[src/rtl/mux_pkg.sv]
`default_nettype none
// ============================================================================
// Module      : mux_pkg
// Description : Shared types and constants for the multiplexer UART receiver.
//               It holds the receive FSM state encoding, the FIFO entry
//               layout, and the baud/divider constants.
// Revision    : 1.0 - initial release
// ============================================================================
package mux_pkg;

    // Divider for 9600 baud from a 27 MHz bit clock
    localparam int DIV_9600    = 2812;
    // Smallest divider the bit timing is designed for
    localparam int MIN_DIVIDER = 16;

    typedef enum logic [2:0] {
        IDLE       = 3'd0,
        START      = 3'd1,
        DATA       = 3'd2,
        PARITY     = 3'd3,
        STOP       = 3'd4,
        BREAK_WAIT = 3'd5
    } rx_state_t;

    typedef struct packed {
        logic [7:0] data;
        logic       perr;
        logic       ferr;
    } rx_entry_t;

endpackage
`default_nettype wire

[src/rtl/mux_rx_fifo.sv]
`default_nettype none
// ============================================================================
// Module      : mux_rx_fifo
// Description : Receive storage for mux_uart_rx. When DEPTH == 1 it is a
//               single holding register. Otherwise it is a ring buffer whose
//               pointers carry an extra wrap bit, which separates the full
//               case from the empty case. A push into full storage is
//               dropped and sets the sticky overrun flag. A push that
//               coincides with a pop always succeeds.
// Ports       : clk, rst         - clock, asynchronous active-high reset
//               i_push           - write i_push_entry this cycle
//               i_push_entry     - {data, perr, ferr} to store
//               i_pop            - consumer ready; pops only when o_valid
//               i_clr_overrun    - clear sticky overrun (a new drop wins)
//               o_head           - head entry, zero while empty
//               o_valid          - storage non-empty
//               o_overrun        - sticky overrun flag
// Revision    : 1.0 - initial release
// ============================================================================
module mux_rx_fifo
    import mux_pkg::*;
#(
    parameter int DEPTH = 4
) (
    input  logic      clk,
    input  logic      rst,
    input  logic      i_push,
    input  rx_entry_t i_push_entry,
    input  logic      i_pop,
    input  logic      i_clr_overrun,
    output rx_entry_t o_head,
    output logic      o_valid,
    output logic      o_overrun
);

    logic w_full;
    logic w_pop;
    logic w_drop;
    logic w_wr;
    logic r_overrun;

    assign w_pop  = o_valid & i_pop;
    // A pop in the same cycle frees the slot, so a full FIFO still accepts
    assign w_drop = i_push & w_full & ~w_pop;
    assign w_wr   = i_push & ~w_drop;

    generate
        if (DEPTH == 1) begin : g_hold
            logic      r_full;
            rx_entry_t r_hold;

            always_ff @(posedge clk or posedge rst) begin
                if (rst) begin
                    r_full <= 1'b0;
                    r_hold <= '0;
                end else begin
                    if (w_wr) begin
                        r_full <= 1'b1;
                        r_hold <= i_push_entry;
                    end else if (w_pop) begin
                        r_full <= 1'b0;
                    end
                end
            end

            assign w_full  = r_full;
            assign o_valid = r_full;
            assign o_head  = r_full ? r_hold : '0;
        end else begin : g_ring
            localparam int c_AW = $clog2(DEPTH);

            rx_entry_t       r_mem [DEPTH];
            logic [c_AW:0]   r_wr_ptr;
            logic [c_AW:0]   r_rd_ptr;
            logic            w_empty;

            assign w_empty = (r_wr_ptr == r_rd_ptr);
            assign w_full  = (r_wr_ptr[c_AW] != r_rd_ptr[c_AW]) &&
                             (r_wr_ptr[c_AW-1:0] == r_rd_ptr[c_AW-1:0]);

            always_ff @(posedge clk or posedge rst) begin
                if (rst) begin
                    r_wr_ptr <= '0;
                    r_rd_ptr <= '0;
                end else begin
                    if (w_wr) begin
                        r_wr_ptr <= r_wr_ptr + 1'b1;
                    end
                    if (w_pop) begin
                        r_rd_ptr <= r_rd_ptr + 1'b1;
                    end
                end
            end

            // Storage needs no reset; the head is gated off while empty
            always_ff @(posedge clk) begin
                if (w_wr) begin
                    r_mem[r_wr_ptr[c_AW-1:0]] <= i_push_entry;
                end
            end

            assign o_valid = ~w_empty;
            assign o_head  = w_empty ? '0 : r_mem[r_rd_ptr[c_AW-1:0]];
        end
    endgenerate

    // A drop in the same cycle as a clear leaves the flag set
    always_ff @(posedge clk or posedge rst) begin
        if (rst) begin
            r_overrun <= 1'b0;
        end else if (w_drop) begin
            r_overrun <= 1'b1;
        end else if (i_clr_overrun) begin
            r_overrun <= 1'b0;
        end
    end

    assign o_overrun = r_overrun;

endmodule
`default_nettype wire

[src/rtl/mux_uart_rx.sv]
`default_nettype none
// ============================================================================
// Module      : mux_uart_rx
// Description : UART receiver. The frame format (5..8 data bits, optional
//               even/odd parity) and the divider are latched at each start
//               bit. Each received frame is pushed as {data, perr, ferr}
//               into mux_rx_fifo. A held-low line (break) is pushed once,
//               and the FSM then waits in BREAK_WAIT for the line to go
//               high.
// Build macro : MUX_RX_FIFO_EN - defined: FIFO of FIFO_DEPTH entries;
//               undefined: a single holding register (FIFO_DEPTH ignored).
// Ports       : bit_clock, reset  - clock, asynchronous active-high reset
//               uart_rx           - serial line, idles high
//               divider           - bit_clock cycles per bit (>= 16)
//               data_len          - data bits = 5 + data_len
//               parity_enabled    - parity bit present
//               parity            - 1 = even, 0 = odd
//               rx_ready          - pop the head entry
//               clr_overrun       - clear sticky overrun
//               rx_data           - head byte, right-justified
//               rx_valid          - receive storage non-empty
//               parity_err        - head entry parity error
//               framing_err       - head entry stop bit was 0
//               overrun           - sticky, a byte was dropped
//               busy              - FSM not in IDLE
// Revision    : 1.0 - initial release
// ============================================================================
module mux_uart_rx
    import mux_pkg::*;
#(
    parameter int FIFO_DEPTH = 4
) (
    input  logic        bit_clock,
    input  logic        reset,
    input  logic        uart_rx,
    input  logic [15:0] divider,
    input  logic [1:0]  data_len,
    input  logic        parity_enabled,
    input  logic        parity,
    input  logic        rx_ready,
    input  logic        clr_overrun,
    output logic [7:0]  rx_data,
    output logic        rx_valid,
    output logic        parity_err,
    output logic        framing_err,
    output logic        overrun,
    output logic        busy
);

`ifdef MUX_RX_FIFO_EN
    localparam int c_DEPTH = FIFO_DEPTH;
`else
    // Storage collapses to a single holding register
    localparam int c_DEPTH = 1 + 0 * FIFO_DEPTH;
`endif

    // Synchronizer and edge detection
    logic        r_sync1;
    logic        r_sync2;
    logic        r_prev;
    logic [1:0]  r_flush;
    logic        w_rx;
    logic        w_fall;

    // Frame state
    rx_state_t   r_state;
    logic [15:0] r_cnt;
    logic [15:0] r_div;
    logic [1:0]  r_len;
    logic        r_par_en;
    logic        r_par;
    logic [7:0]  r_shift;
    logic [2:0]  r_bit;
    logic        r_perr;
    logic        r_busy;

    logic        w_half;
    logic        w_sample;
    logic        w_last_bit;
    logic        w_push;
    rx_entry_t   w_push_entry;
    rx_entry_t   w_head;

    always_ff @(posedge bit_clock or posedge reset) begin
        if (reset) begin
            r_sync1 <= 1'b1;
            r_sync2 <= 1'b1;
            r_prev  <= 1'b1;
            r_flush <= 2'd0;
        end else begin
            r_sync1 <= uart_rx;
            r_sync2 <= r_sync1;
            r_prev  <= r_sync2;
            if (r_flush != 2'd3) begin
                r_flush <= r_flush + 2'd1;
            end
        end
    end

    assign w_rx = r_sync2;
    // Edge detection is ignored until the preset ones have left the
    // synchronizer. Otherwise a line that is already low at reset release
    // would look like a start bit.
    assign w_fall = (r_flush == 2'd3) & r_prev & ~r_sync2;

    assign w_half     = (r_cnt == {1'b0, r_div[15:1]});
    assign w_sample   = (r_cnt == r_div);
    assign w_last_bit = (r_bit == (3'd4 + {1'b0, r_len}));

    assign w_push       = (r_state == STOP) & w_sample;
    assign w_push_entry = '{data: r_shift, perr: r_perr, ferr: ~w_rx};

    // The counter restarts at 1 on each sample. The sample cycle itself is
    // the first cycle of the next bit period, so bit centres stay exactly
    // divider cycles apart.
    always_ff @(posedge bit_clock or posedge reset) begin
        if (reset) begin
            r_state  <= IDLE;
            r_cnt    <= '0;
            r_div    <= '0;
            r_len    <= '0;
            r_par_en <= 1'b0;
            r_par    <= 1'b0;
            r_shift  <= '0;
            r_bit    <= '0;
            r_perr   <= 1'b0;
            r_busy   <= 1'b0;
        end else begin
            case (r_state)
                IDLE: begin
                    if (w_fall) begin
                        r_state  <= START;
                        r_cnt    <= '0;
                        r_bit    <= '0;
                        r_shift  <= '0;
                        r_perr   <= 1'b0;
                        r_div    <= divider;
                        r_len    <= data_len;
                        r_par_en <= parity_enabled;
                        r_par    <= parity;
                        r_busy   <= 1'b1;
                    end
                end
                START: begin
                    if (w_half) begin
                        if (!w_rx) begin
                            r_state <= DATA;
                            r_cnt   <= 16'd1;
                        end else begin
                            r_state <= IDLE;
                            r_busy  <= 1'b0;
                        end
                    end else begin
                        r_cnt <= r_cnt + 16'd1;
                    end
                end
                DATA: begin
                    if (w_sample) begin
                        r_shift[r_bit] <= w_rx;
                        r_cnt          <= 16'd1;
                        if (w_last_bit) begin
                            r_state <= r_par_en ? PARITY : STOP;
                        end else begin
                            r_bit <= r_bit + 3'd1;
                        end
                    end else begin
                        r_cnt <= r_cnt + 16'd1;
                    end
                end
                PARITY: begin
                    if (w_sample) begin
                        // Unused upper shift bits are zero and do not
                        // affect the reduction
                        r_perr  <= ((^r_shift) ^ w_rx) != ~r_par;
                        r_cnt   <= 16'd1;
                        r_state <= STOP;
                    end else begin
                        r_cnt <= r_cnt + 16'd1;
                    end
                end
                STOP: begin
                    if (w_sample) begin
                        r_cnt   <= '0;
                        r_state <= w_rx ? IDLE : BREAK_WAIT;
                        r_busy  <= ~w_rx;
                    end else begin
                        r_cnt <= r_cnt + 16'd1;
                    end
                end
                BREAK_WAIT: begin
                    if (w_rx) begin
                        r_state <= IDLE;
                        r_busy  <= 1'b0;
                    end
                end
                default: begin
                    r_state <= IDLE;
                    r_busy  <= 1'b0;
                end
            endcase
        end
    end

    mux_rx_fifo #(
        .DEPTH         (c_DEPTH)
    ) u_fifo (
        .clk           (bit_clock),
        .rst           (reset),
        .i_push        (w_push),
        .i_push_entry  (w_push_entry),
        .i_pop         (rx_ready),
        .i_clr_overrun (clr_overrun),
        .o_head        (w_head),
        .o_valid       (rx_valid),
        .o_overrun     (overrun)
    );

    assign rx_data     = w_head.data;
    assign parity_err  = w_head.perr;
    assign framing_err = w_head.ferr;
    assign busy        = r_busy;

endmodule
`default_nettype wire

[config.mk]
export PLATFORM = sky130hd
export DESIGN_NAME = mux_uart_rx
export DESIGN_NICKNAME = d
export VERILOG_FILES = /design/src/rtl/mux_pkg.sv /design/src/rtl/mux_rx_fifo.sv /design/src/rtl/mux_uart_rx.sv
export SDC_FILE = /design/constraint.sdc
export NUM_CORES = 1
export LEC_CHECK = 0
export BUFFER_PORTS_ARGS = -buffer_cell sky130_fd_sc_hd__buf_2
export CAP_MARGIN = 20
export CORE_UTILIZATION = 40
export DETAILED_ROUTE_END_ITERATION = 7
export PLACE_DENSITY_LB_ADDON = 0.25
export SETUP_SLACK_MARGIN = 0.3
export SYNTH_ARGS = -nofsm -noshare
export SYNTH_HDL_FRONTEND = slang
export SYNTH_SLANG_ARGS = --single-unit
[constraint.sdc]
create_clock -name bit_clock -period 5.31 [get_ports bit_clock]
set_clock_uncertainty 0.15 [all_clocks]
set_input_delay 0.531 -clock bit_clock [delete_from_list [all_inputs] [get_ports bit_clock]]
set_output_delay 0.531 -clock bit_clock [all_outputs]
set_load 0.02 [all_outputs]
==> Word level (Yosys, flattened, before mapping) <==
Index checks and enable logic that the tools add are counted.
W data, S select, Z words.
{ "op_classes": {"addsub": 4, "n_mul": 0, "n_div": 0, "magnitude_cmp": 2, "eq_ne": 20, "n_shift": 0, "muxes": 40, "bitwise_logic": 13, "n_reduce_logical": 16} }
{ "op_table": {"columns": ["cell", "n"], "rows": [
  ["$mux W16", 5],
  ["$pmux W16 S4", 1],
  ["$mux W3", 12],
  ["$ne A2 B2 Y1 const B", 9],
  ["$pmux W3 S6", 1],
  ["$add A16 B1 Y16 const B", 1],
  ["$eq A16 B15 Y1", 1],
  ["$eq A16 B16 Y1", 1],
  ["$mux W8", 2],
  ["$pmux W8 S2", 1],
  ["$mux W1", 11],
  ["$mux W10", 1],
  ["$reduce_and A3 Y1", 3],
  ["$bwmux W8", 1],
  ["$reduce_and A4 Y1", 2],
  ["$reduce_bool A2 Y1", 4],
  ["$reduce_xor A8 Y1", 1],
  ["$and A1 B1 Y1", 7],
  ["$reduce_and A7 Y1", 1],
  ["$eq A3 B2 Y1 const B", 2],
  ["$eq A3 B3 Y1 const B", 2],
  ["$pmux W3 S2", 1],
  ["$not A1 Y1", 5],
  ["$pmux W1 S5", 1],
  ["19 further kinds", 19]
]} }
{ "totals": {"ff_bits": 69, "latch_bits": 0, "mem_bits_rw": 0, "rom_bits": 0, "output_inout_bits": 13, "mem_count": 0} }

==> Longest topological paths before layout <==
{ "logic_depth": {"ltp_word": 7, "depth_mapped": 8, "mapped_depth_nobuf": 7} }

==> By module <==
From an unflattened synthesis, not the netlist that was laid out.
{ "unflattened": {"hier_cells": 408, "hier_area_um2": 3936.3} }
{ "by_module_without_submodules": {"columns": ["mod", "instances", "cells_per_inst", "area_each_um2", "seq_area_each_um2"], "rows": [
  ["mux_uart_rx", 1, 368, 3364.5, 1430.1],
  ["mux_rx_fifo", 1, 40, 571.8, 300.3]
]} }

==> Least setup slack after synthesis <==
No wires, ideal clock.
{ "synth_path": {"path_type": "register to register", "start": "register r_cnt[3]", "end": "register u_fifo.g_hold.r_hold[0] in the netlist's numbering", "setup_ns": 0.125, "t_arrival_ns": 1.887, "required_ns": 5.035, "slack_ns": 3.148, "path_stages_with_launch": 8, "path_buffers": 2, "cell_sequence": "dfrtp_1 buf_6 xnor2_1 nand4_1 nor4_4 and3_1 buf_2 mux2_2"} }
{ "synth_between": {"elab_chain_cells": 6} }
{ "synth_lines": {"columns": ["item", "line", "text"], "rows": [
  ["from (decl)", "mux_uart_rx.sv:67", "logic [15:0] r_cnt;"],
  ["from (signal assigned)", "mux_uart_rx.sv:154", "r_cnt <= r_cnt + 16'd1;"],
  ["from (signal assigned)", "mux_uart_rx.sv:167", "r_cnt <= r_cnt + 16'd1;"],
  ["from (signal assigned)", "mux_uart_rx.sv:178", "r_cnt <= r_cnt + 16'd1;"],
  ["$eq A16 B16 Y1 (*)", "mux_uart_rx.sv:107", "assign w_sample = (r_cnt == r_div);"],
  ["$and A1 B1 Y1 (*)", "mux_uart_rx.sv:110", "assign w_push = (r_state == STOP) & w_sample;"],
  ["$and A1 B1 Y1 (2 in a row)", "mux_rx_fifo.sv:44", "assign w_drop = i_push & w_full & ~w_pop;"],
  ["$not A1 Y1", "mux_rx_fifo.sv:45", "assign w_wr = i_push & ~w_drop;"],
  ["$and A1 B1 Y1 (*)", "mux_rx_fifo.sv:45", null],
  ["to (signal assigned)", "mux_rx_fifo.sv:59", "r_hold <= i_push_entry;"],
  ["to (decl)", "mux_rx_fifo.sv:50", "rx_entry_t r_hold;"]
]} }
Every way passes the cells marked *; elsewhere a longest branch is shown, timed or not.
A chain may end at the register's enable or synchronous reset.

==> Final worst setup path <==
{ "layout_path": {"start": "register r_cnt[4]", "end": "register r_cnt[11]"} }
{ "layout_between": {"elab_chain_cells": 3} }
{ "layout_lines": {"columns": ["item", "line", "text"], "rows": [
  ["$add A16 B1 Y16 (tied with other cells)", null, null],
  ["$mux W16 (tied with other cells)", "mux_uart_rx.sv:182", "if (w_sample) begin"],
  ["$pmux W16 S4 or $reduce_and A3 Y1 (tied branches)", null, null]
]} }
Parallel ways exist; a longest one is shown, timed or not.

==> qor.csv <==
metric,value,unit
status,finished clean,
WHS Endpoint,r_sync1,
Routed WL,8190,microns
RePlAce Congestion,0.877,
Setup CP Type,reg -> reg,
top_reg_cell synth,dfrtp_1,
number of flops mapped to enable cells by yosys,0,
R2R Path Start,r_cnt[4],
max_cap viols,0,
Final Core Density,46.6,%
nets,447,
count of different cell masters after synthesis,53,
width of the die,100,microns
die height,100,microns
largest net degree at the start of global routing,70,
clk slew on worst S/H paths,0.08,ns
Min-Delay Path Class,in -> reg,
core area,0.00928,sq mm
Clock Latency Late Sink,0.34,ns
via density per instance,5.23,
Worst R2R End,r_cnt[11],
number of global-route vias before repair,2825,
hold_sp,uart_rx,
I/O pins,38,
Design Power,2.10,mW
Crit path required time,5.39,ns
Hold WS,0.126,ns
crit path DAT,3.08,ns
syn_nets,424,
Pleak,2.03,nW
clk buf depth,2,
Num CTS Buffers,9,
hold path cells,1,
"Design Area, Final",0.00433,sq mm
max-slew violations,0,
DR vias,2894,
fmax,333,MHz
IO buf count,37,
Tot GR Track Use,17.5,%
"FF+latch count, synth",69,
relative slew slack,28.6,%
GRT overflow,0,
"FFs w/ async S/R, synth",100,%
Final period util,56.6,%
root buf cell,clkbuf_8,
r2r worst-path depth,6,
Initial Utilization,41.5,%
CTS resizes,0,
Final ANT Viol Nets,0,
DPL Wire Length,5570,microns
power per cell area,484,mW/mm^2
sequential share of the synthesized area,44.9,%
DRC,0,
Worst Path Max Fanout,27,
CP endpoint kind,flip-flop,
FP Rows,35,
CTS tree,built,
H-tree depth,3,
diode count,0,
First DRT Iteration DRCs,112,
synthesized area per cell,9.72,sq um
synth warn,0,
worst-margin pin slew,1.07,ns
synthesized instance count,396,
crit start category,flip-flop,
RSZ-0062 raised after global routing,no,
initial antenna violation count,0,
CTS Hold Bufs,0,
placed cell areas,0.00407,sq mm
Tmin final,3.01,ns
total negative slack,0,ns
R2R setup slack,2.30,ns
die area,0.0100,sq mm
Post-CTS Setup Inserts,0,
drt first pass iters,4,
share of layout cells above drive strength 1,19.3,%
Area growth syn-to-layout,12.4,%
first-pass GRT wire length,13600,microns
Syn Std Cell Area,0.00385,sq mm
Clock Sinks,69,
wire per inst,14.8,microns
final hold violation count,0,
setup violators final,0,
Max VDD drop,0.256,mV
==> critical path, cell delays in order, from the launching register on <==
cell	delay, ns
dfrtp_1	0.48
xnor2_1	0.20
nand4_1	0.18
nor4_4	0.79
o2bb2ai_2	0.50
and3_1	0.33
a221o_1	0.26
==> how the worst max path moves through the flow <==
stage / startpoint / endpoint / slack (ns) / cells past startpoint
4_1_cts: r_cnt[4] / r_cnt[11] / 2.34 / 6
3_5_place_dp: r_cnt[4] / r_cnt[11] / 2.38 / 6
2_1_floorplan: reset / busy / 2.89 / 1
3_3_place_gp: r_cnt[4] / r_cnt[14] / 2.46 / 6
5_1_grt: r_cnt[4] / r_shift[4] / 2.09 / 6
6_report: r_cnt[4] / r_cnt[11] / 2.30 / 6
==> cell usage after synthesis, types with 8 or more instances <==
master | n | area, sq um
nand2_1 | 79 | 297
dfrtp_1 | 66 | 1650
xnor2_1 | 28 | 245
nor2_1 | 25 | 93.8
xor2_1 | 18 | 158
clkbuf_1 | 13 | 48.8
nand3_1 | 12 | 60.1
and2_1 | 11 | 68.8
mux2_2 | 11 | 124
a22o_1 | 9 | 78.8
inv_1 | 9 | 33.8
mux2i_1 | 8 | 80.1
==> layout by cell type, fill, tap and decap left out, drive strengths merged, types with 3 or more instances in the layout <==
master | netlist | layout
o21ai | 7 | 7
nor2b | 3 | 3
ha | 3 | 3
nand2 | 79 | 79
a21oi | 7 | 7
dfstp | 3 | 3
nor4b | 3 | 3
nand2b | 6 | 6
a22o | 9 | 9
inv | 9 | 9
clkbuf | 13 | 9
nor2 | 25 | 25
nand4 | 8 | 8
a21o | 5 | 5
o211ai | 3 | 3
mux2i | 8 | 8
o31ai | 4 | 4
nand3b | 3 | 3
buf | 15 | 40
xor2 | 18 | 18
and3 | 6 | 6
and2 | 11 | 11
xnor2 | 28 | 28
bufinv | 0 | 4
nor4 | 7 | 7
nand3 | 12 | 12
mux2 | 11 | 11
a221o | 3 | 3
dfrtp | 66 | 66
o22ai | 3 | 3
==> cells by family after synthesis <==
family | count (synthesis) | share of synthesized area, %
simple gates | 165 | 21.3
flops | 69 | 44.9
compound gates | 57 | 11.9
xor+xnor | 46 | 10.5
buf+inv | 37 | 5.10
mux | 19 | 5.30
fa+ha+maj | 3 | 0.975
==> metal layers <==
metal / vias to the layer above / GRT usage [%] / share of wire [%] / wire length (microns)
li1: 1404 / - / - / -
met1: 1434 / 22.6 / 46 / 3740
met2: 54 / 28.5 / 50 / 4130
met3: 2 / 4.81 / 3.6 / 293
met4: 0 / 5.91 / 0.43 / 35
met5: - / 0 / 0 / 0
==> cell type report <==
class | count | area [sq um]
clock inverters | 7 | 138
repair buffers | 40 | 208
clock buffers | 9 | 124
inverters | 9 | 33.8
well taps | 129 | 161
fillers | 918 | 4960
flip-flops and latches | 69 | 1730
multi-input cells | 290 | 1930
==> report_power, final <==
| group | total [mW] | internal, mW | switching (mW) |
|---|---|---|---|
| Combinational | 0.745 | 0.314 | 0.431 |
| Sequential | 0.785 | 0.631 | 0.154 |
| Clock | 0.566 | 0.358 | 0.208 |
| Total | 2.10 | 1.30 | 0.793 |
==> state kept, by name, summed over array words and instances, names as in the netlist <==
name and cells:
r_par 1, r_shift 8, r_bit 3, r_perr 1, busy 1, u_fifo.o_valid 1, r_cnt 16, u_fifo.g_hold.r_hold 10
r_sync2 1, r_state 3, r_par_en 1, r_len 2, r_div 16, r_sync1 1, r_prev 1, r_flush 2
u_fifo.o_overrun 1
==> stage by stage <==
stage / setup slack (ns) / std cells
after floorplan: 2.89 / 396
after global placement: 2.46 / 537
after detailed placement: 2.38 / 537
after CTS: 2.34 / 553
after global routing: 2.09 / 553
final: 2.30 / 553
Note: power is estimated with default switching activity, not from simulation.
